## config.mk

```make
export PLATFORM = sky130hd
export DESIGN_NAME = decode_stage
export DESIGN_NICKNAME = d
export VERILOG_FILES = /design/src/rtl/decode_stage_pkg.sv /design/src/rtl/decode_stage_regfile.sv /design/src/rtl/decode_stage.sv
export SDC_FILE = /design/constraint.sdc
export NUM_CORES = 2
export LEC_CHECK = 0
export ABC_CLOCK_PERIOD_IN_PS = 2400
export CORE_MARGIN = 3
export CORE_UTILIZATION = 60
export CTS_CLUSTER_SIZE = 40
export DETAILED_ROUTE_END_ITERATION = 10
export PLACE_DENSITY = 0.79
export SYNTH_ARGS = -nofsm -noshare
export SYNTH_HDL_FRONTEND = slang
export SYNTH_SLANG_ARGS = --single-unit
```

## constraint.sdc

```tcl
create_clock -name CLK -period 2.4 [get_ports CLK]
set_input_delay 0.24 -clock CLK [delete_from_list [all_inputs] [get_ports CLK]]
set_output_delay 0.24 -clock CLK [all_outputs]
set_load 0.01 [all_outputs]
```

## src/rtl/decode_stage_pkg.sv

```systemverilog
// Shared MIPS opcode/funct constants and ID-stage helpers.
// Imported by the decode stage and its register file.
package decode_stage_pkg;
   localparam logic [5:0] R_FORM = 6'h00;
   localparam logic [5:0] J      = 6'h02;
   localparam logic [5:0] JAL    = 6'h03;
   localparam logic [5:0] BEQ    = 6'h04;
   localparam logic [5:0] ADDI   = 6'h08;
   localparam logic [5:0] SLTI   = 6'h0a;
   localparam logic [5:0] LW     = 6'h23;
   localparam logic [5:0] SW     = 6'h2b;
   localparam logic [5:0] ADD    = 6'h20;
   localparam logic [5:0] JR     = 6'h08;
   localparam logic [4:0] REG_RA = 5'd31;

   // Architectural destination of an instruction; 0 means no register write.
   function automatic logic [4:0] dest_of(input logic [31:0] ins);
      case (ins[31:26])
         R_FORM:         dest_of = ins[15:11];
         LW, ADDI, SLTI: dest_of = ins[20:16];
         JAL:            dest_of = REG_RA;
         default:        dest_of = 5'd0;
      endcase
   endfunction
endpackage

```

## src/rtl/decode_stage_regfile.sv

```systemverilog
// 32x32 general register file: two combinational read ports, one write port,
// r0 hard-wired to zero, write-to-read bypass and synchronous clear.
module regfile
   import decode_stage_pkg::*;
(
   input  logic        CLK,
   input  logic        RST,
   input  logic [4:0]  Raddr1,
   input  logic [4:0]  Raddr2,
   output logic [31:0] Rdata1,
   output logic [31:0] Rdata2,
   input  logic        WE,
   input  logic [4:0]  Waddr,
   input  logic [31:0] Wdata
);
   logic [31:0] r_mem [32];
   logic        w_wr;

   assign w_wr = WE && (Waddr != 5'd0);

   always_ff @(posedge CLK) begin
      if (RST) begin
         for (int i = 0; i < 32; i++) r_mem[i] <= '0;
      end else if (w_wr) begin
         r_mem[Waddr] <= Wdata;
      end
   end

   // Write-back data in flight this cycle overrides the stored value.
   always_comb begin
      Rdata1 = '0;
      Rdata2 = '0;
      if (Raddr1 != 5'd0) Rdata1 = (w_wr && Waddr == Raddr1) ? Wdata : r_mem[Raddr1];
      if (Raddr2 != 5'd0) Rdata2 = (w_wr && Waddr == Raddr2) ? Wdata : r_mem[Raddr2];
   end
endmodule

```

## src/rtl/decode_stage.sv

```systemverilog
// MIPS instruction-decode stage: register read, immediate sign extension,
// destination select, load-use hazard detect and the ID/EX pipeline register.
module decode_stage
   import decode_stage_pkg::*;
(
   input  logic        CLK,
   input  logic        RST,
   input  logic [31:0] InsIn,
   input  logic [31:0] nextPCIn,
   input  logic        Flush,
   input  logic        WE,
   input  logic [4:0]  Waddr,
   input  logic [31:0] Wdata,
   output logic [31:0] Ins,
   output logic [31:0] Rdata1,
   output logic [31:0] Rdata2,
   output logic [31:0] Ed32,
   output logic [31:0] nextPC,
   output logic [4:0]  Wreg,
   output logic        Stall
);
   logic [31:0] r_ins, r_rd1, r_rd2, r_ed32, r_npc;
   logic [4:0]  r_wreg;
   logic [31:0] w_rd1, w_rd2, w_ed32;
   logic [4:0]  w_rs, w_rt, w_dest;
   logic        w_stall;

   assign w_rs   = InsIn[25:21];
   assign w_rt   = InsIn[20:16];
   assign w_ed32 = {{16{InsIn[15]}}, InsIn[15:0]};
   assign w_dest = dest_of(InsIn);

   regfile u_rf (
      .CLK    (CLK),
      .RST    (RST),
      .Raddr1 (w_rs),
      .Raddr2 (w_rt),
      .Rdata1 (w_rd1),
      .Rdata2 (w_rd2),
      .WE     (WE),
      .Waddr  (Waddr),
      .Wdata  (Wdata)
   );

   // Compares both source fields regardless of opcode; a false stall only costs a cycle.
   assign w_stall = (r_ins[31:26] == LW) && (r_wreg != 5'd0) &&
                    ((r_wreg == w_rs) || (r_wreg == w_rt));

   always_ff @(posedge CLK) begin
      if (RST) begin
         r_ins  <= '0;
         r_rd1  <= '0;
         r_rd2  <= '0;
         r_ed32 <= '0;
         r_npc  <= '0;
         r_wreg <= '0;
      end else if (Flush || w_stall) begin
         // Bubble keeps nextPC coherent so EX sees no redirect.
         r_ins  <= '0;
         r_rd1  <= '0;
         r_rd2  <= '0;
         r_ed32 <= '0;
         r_npc  <= nextPCIn;
         r_wreg <= '0;
      end else begin
         r_ins  <= InsIn;
         r_rd1  <= w_rd1;
         r_rd2  <= w_rd2;
         r_ed32 <= w_ed32;
         r_npc  <= nextPCIn;
         r_wreg <= w_dest;
      end
   end

   assign Ins    = r_ins;
   assign Rdata1 = r_rd1;
   assign Rdata2 = r_rd2;
   assign Ed32   = r_ed32;
   assign nextPC = r_npc;
   assign Wreg   = r_wreg;
   assign Stall  = w_stall;
endmodule

```

======== Yosys cells after proc, flatten, opt, wreduce, memory -nomap -nowiden ========
Memories as Yosys holds them, arrays and structs flattened. A register that Yosys moved wholly into a read port is not among the register bits.
Index checks and enable logic that the tools add are counted.
storage, ports and cells
  memory bits (writable) .................. 1024
  input bits .............................. 105
  memories kept ........................... 1
  register bits after elaboration ......... 85
  logic and storage cells ................. 38
operators by class
  equal/unequal tests ..................... 7
  bitwise operators ....................... 2
  reductions and logical operators ........ 15
  multiplexer cells ....................... 9
memory list
  memory      words  bits a word  rd ports  clocked after Yosys merged registers in  write ports  line                        text
  u_rf.r_mem  32     32           2         2                                        32           decode_stage_regfile.sv:16  logic [31:0] r_mem [32];
operators by type and width
  cell                                                  count
  two-way mux 32 bit                                    1
  OR reduction 32 bit                                   1
  nonzero test 5 bit                                    4
  case mux 5 bit (3 select lines)                       1
  equality test 6 x 4 -> 1 bit (second input constant)  2
  equality test 6 bit (second input constant)           2
  equality test 5 bit                                   2
  OR reduction 3 bit                                    3
  equality test 6 x 2 -> 1 bit (second input constant)  1
  zero test 6 bit                                       1
  two-way mux 1 bit                                     6
  two-way mux 5 bit                                     1
  logical AND 1 bit                                     3
  logical OR 1 bit                                      2
  NOT 1 bit                                             2
  OR reduction 2 bit                                    1

======== Longest topological paths before layout ========
  word-level depth ........................ 7
  depth in mapped cells ................... 11
  gate-level depth less buffers ........... 6

======== Modules after synthesis ========
From an unflattened synthesis, not the netlist that was laid out.
second synthesis, totals
  cells, all modules ...................... 4386
  area, all modules ....................... 60206.5 um2
by module, submodules not included
  module        cells an instance  area an instance (um2)  sequential area each (um2)  times used
  regfile       3918               55723.4                 30749.5                     1
  decode_stage  468                4483.0                  2662.6                      1

======== Worst setup path before layout ========
No wires, ideal clock.
  kind .................................... input -> register
  start point ............................. input InsIn[21]
  end point ............................... register r_rd1[18] (netlist: Rdata1[18]) (read register of u_rf.r_mem)
  slack ................................... 0.283 ns
  stages .................................. 10
  buffers on the path ..................... 4
  arrival time ............................ 2.000 ns
  setup time .............................. 0.117 ns
  cell sequence ........................... buf_4 buf_2 buf_4 buf_2 mux2i_1 nor2_1 nor2_1 o21ai_0 a221o_1 a32o_1
between the ends
  word-level cells in the longest chain between the ends .. 5
  elaborated cells on any way between the ends .. 7
  classes of those cells .................. 1 x eq/ne; 1 x bitwise; 5 x reduce/logical
ends and longest elaborated chain
  what                                 line                text
  start, declared                      decode_stage.sv:8   input logic [31:0] InsIn,
  equality test 5 bit                  decode_stage.sv:47  ((r_wreg == w_rs) || (r_wreg == w_rt));
  logical OR 1 bit                     decode_stage.sv:47
  logical AND 1 bit                    decode_stage.sv:46  assign w_stall = (r_ins[31:26] == LW) && (r_wreg != 5'd0) &&
  logical OR 1 bit                     decode_stage.sv:57  end else if (Flush || w_stall) begin
  OR reduction 3 bit (no source line)  -
  end, declared                        decode_stage.sv:22  logic [31:0] r_ins, r_rd1, r_rd2, r_ed32, r_npc;
Parallel ways exist; a longest one is shown, timed or not.
A chain may end at the register's enable or synchronous reset.

======== Worst setup path after layout ========
  start point ............................. register r_ins[30] (netlist: Ins[30])
  end point ............................... output Stall
between the ends
  word-level cells in the longest chain between the ends .. 3
ends and longest elaborated chain
  what                            line                text
  start, declared                 decode_stage.sv:22
  start signal, assigned          decode_stage.sv:66  r_ins <= InsIn;
  equality test 6 bit             decode_stage.sv:46
  logical AND 1 bit (2 in a row)  decode_stage.sv:46
  end, declared                   decode_stage.sv:20  output logic Stall
Every way passes these cells.

==> impl_metrics.json <==
{
  "status": "finished, violations left",
  "violations": "setup timing",
  "critPathLaunch": "Ins[30]",
  "placedCellCount": 5734,
  "rr_startpoint": "Wreg[1]",
  "synth_edf_count": 1024,
  "clkSinkCount": 1157,
  "power_frac_seq_pct": 48.9,
  "yosysWarnings": 0,
  "crit_arrival_ps": 2170,
  "final_cells": 5978,
  "rsz0062_at_grt": "true",
  "swShare_pct": 24.7,
  "root_buffer": "clkbuf_16",
  "pwr-share-clk_pct": 38.2,
  "p_int_mw": 36.4,
  "synthTopCellsByCount": "and2_1 (1,027), edfxtp_1 (1,024), mux4_2 (404)",
  "skew_ps": 17.9,
  "async_flop_share_pct": 0,
  "max_freq_mhz": 414,
  "clk_pin_slew_ps": 60,
  "die_area_um2": 102000,
  "relSlewSlack_pct": 38.5,
  "hp-start": "InsIn[24]",
  "finalMaxSlewViolations": 0,
  "fin_ws_ps": -13.8,
  "dp_hpwl_um": 137000,
  "route.detailed.drc": 0,
  "synthCells": 4187,
  "rows": 114,
  "cp.required_ps": 2160,
  "fp.dieW_um": 319,
  "portBuffers": 270,
  "htreeDepth": 3,
  "fp.dieH_um": 319,
  "p_per_area_nw_per_um2": 684,
  "p_total_mw": 48.3,
  "totalWireLength_um": 210000,
  "start_kind": "flop",
  "synth-main-ff-cell": "edfxtp_1",
  "p_leak_nw": 24.9,
  "first_pass_iters": 6,
  "post-place-ws_ps": -560,
  "cts_tree": "yes",
  "synth_cell_types": 57,
  "cts_buffer_depth": 3,
  "yosys-top-cells-area": "edfxtp_1 (52%), mux4_2 (15%), and2_1 (11%)",
  "core_um2": 97000,
  "io_pins": 271,
  "synth_seq_cells": 1157,
  "period_share_pct": 101,
  "multiInputGateArea_um2": 23800,
  "grt.total_usage_pct": 41.0,
  "yosysMostFrequentCell": "and2_1",
  "vias_per_cell": 7.17,
  "maxCapViolations": 0,
  "rr_endpoint": "Rdata1[6]",
  "gp_congestion": 0.964,
  "cts_buffers": 117,
  "num_vias": 42900,
  "grt_max_degree": 83,
  "crit_path_end": "Stall",
  "regArea_um2": 33400,
  "drive_gt1_share_pct": 24.9,
  "yosys.area.top_type": "edfxtp_1",
  "hold_path.class": "in2reg",
  "syn_area_um2": 58900,
  "grt-ovfl-total": 0,
  "crit_fanout": 2,
  "ys_seq_area_share_pct": 56.7,
  "nFillCells": 5951,
  "setup_viol": 1,
  "grt_antenna_before_repair": 17,
  "grt_pass1_vias": 42500,
  "insertion_delay_ps": 710,
  "power_frac_comb_pct": 12.8,
  "nNetsFinal": 4690,
  "area_growth_pct": 19.9,
  "hold_violations": 0,
  "cp-end-kind": "output pin",
  "ant_nets": 0,
  "drt_iter0_markers": 8047,
  "synth_top_area_share_pct": 52.2,
  "grt_pass1_wl_um": 298000,
  "path_class": "reg2out",
  "ir_worst_vdd_mv": 0.668,
  "initial_core_util_pct": 60.8,
  "rrSetupSlack_ps": 20,
  "wl_per_cell_um": 35.2,
  "r2r.worst_path.cells": 6,
  "synth.avg_cell_area_um2": 14.1,
  "tightestPinTransition_ps": 920,
  "period_needed_ps": 2410,
  "p_switching_mw": 11.9
}
==> logic make-up after synthesis <==
group / after synthesis / share of synthesized area, %
flops: 1157 / 56.7
buf+inv: 471 / 3.63
simple gates: 1520 / 15.4
mux: 561 / 18.2
other cells: 1 / 0.00636
compound gates: 457 / 5.75
xor+xnor: 20 / 0.297
==> state kept, by name, indices dropped and copies added (netlist names) <==
name / cells
u_rf.r_mem: 1024
Ins: 32
Rdata1: 32
Rdata2: 32
nextPC: 32
Wreg: 5
==> worst min-delay path by stage <==
| stage | end | slack, ps | depth (start not counted) |
|---|---|---|---|
| floorplan | Ins[0] | 360 | 1 |
| global placement | Ins[23] | 500 | 2 |
| detailed placement | Ins[23] | 520 | 2 |
| CTS | Ins[24] | 20 | 3 |
| global route | Ins[24] | 30 | 3 |
| finish | Ins[24] | 40 | 3 |
==> layout by cell type (no fill, tap or decap), types with 37 or more instances in the layout <==
| cell type | n |
|---|---|
| and2_1 | 1025 |
| edfxtp_1 | 1024 |
| mux4_2 | 404 |
| buf_4 | 297 |
| clkdlybuf4s50_1 | 261 |
| a211oi_1 | 173 |
| nor2b_1 | 164 |
| buf_12 | 149 |
| dfxtp_1 | 132 |
| clkbuf_16 | 117 |
| mux2i_1 | 114 |
| o21ai_0 | 75 |
| nor3_1 | 70 |
| nor2_1 | 68 |
| nand2_1 | 46 |
| a22o_1 | 44 |
| mux2_2 | 43 |
| a221oi_1 | 37 |
==> worst max-delay path, stage by stage, from the launching register on <==
cell and delay [ps]:
dfxtp_2 320, or4b_4 560, nor3_4 220, buf_6 130
and2_4 140, buf_6 100
==> area by class of cell <==
cell class	count	share of cell area (%)
clock inverter	56	0.797
sequential	1157	47.3
inverter	1	0.00531
tap	1276	2.26
antenna	14	0.0496
timing repair buffer	717	11.3
clock buffer	166	4.62
multi-input combinational	2591	33.7
==> repair_timing <==
item                       CTS  global route
hold buffers                 2             0
buffers inserted             3             2
gates cloned                 1             0
pin swaps                    3             3
resized for setup            8             5
hold endpoints to repair     7             0
setup endpoints to repair   29             9
==> power by group through the flow <==
stage | Sequential (mW) | Clock [mW] | Combinational [mW]
2_1_floorplan | 23.8 | 0 | 3.20
3_3_place_gp | 23.9 | 0 | 5.87
3_5_place_dp | 24.0 | 0 | 5.96
4_1_cts | 23.6 | 18.5 | 6.02
5_1_grt | 23.7 | 19.2 | 6.34
6_report | 23.7 | 18.5 | 6.20
==> routing by layer <==
layer / routed length, µm / track usage (%) / vias to the layer above
met5: 26 / 0 / -
met4: 16400 / 26.1 / 2
met3: 34400 / 14.6 / 1051
met2: 91300 / 60.1 / 4362
met1: 67900 / 52.4 / 20900
li1: - / - / 16600
==> per-stage QoR <==
step	util [%]	cell area, µm²	TNS [ps]	hold slack (ps)
6_report	72.8	70700	-13.8	41.0
5_1_grt	72.8	70600	-69.9	34.3
4_1_cts	72.8	70600	-102	17.5
3_5_place_dp	68.7	66700	-110170	517
3_3_place_gp	68.7	66700	-90940	503
2_1_floorplan	-	59100	0	362
Note: power is estimated with default switching activity, not from simulation.
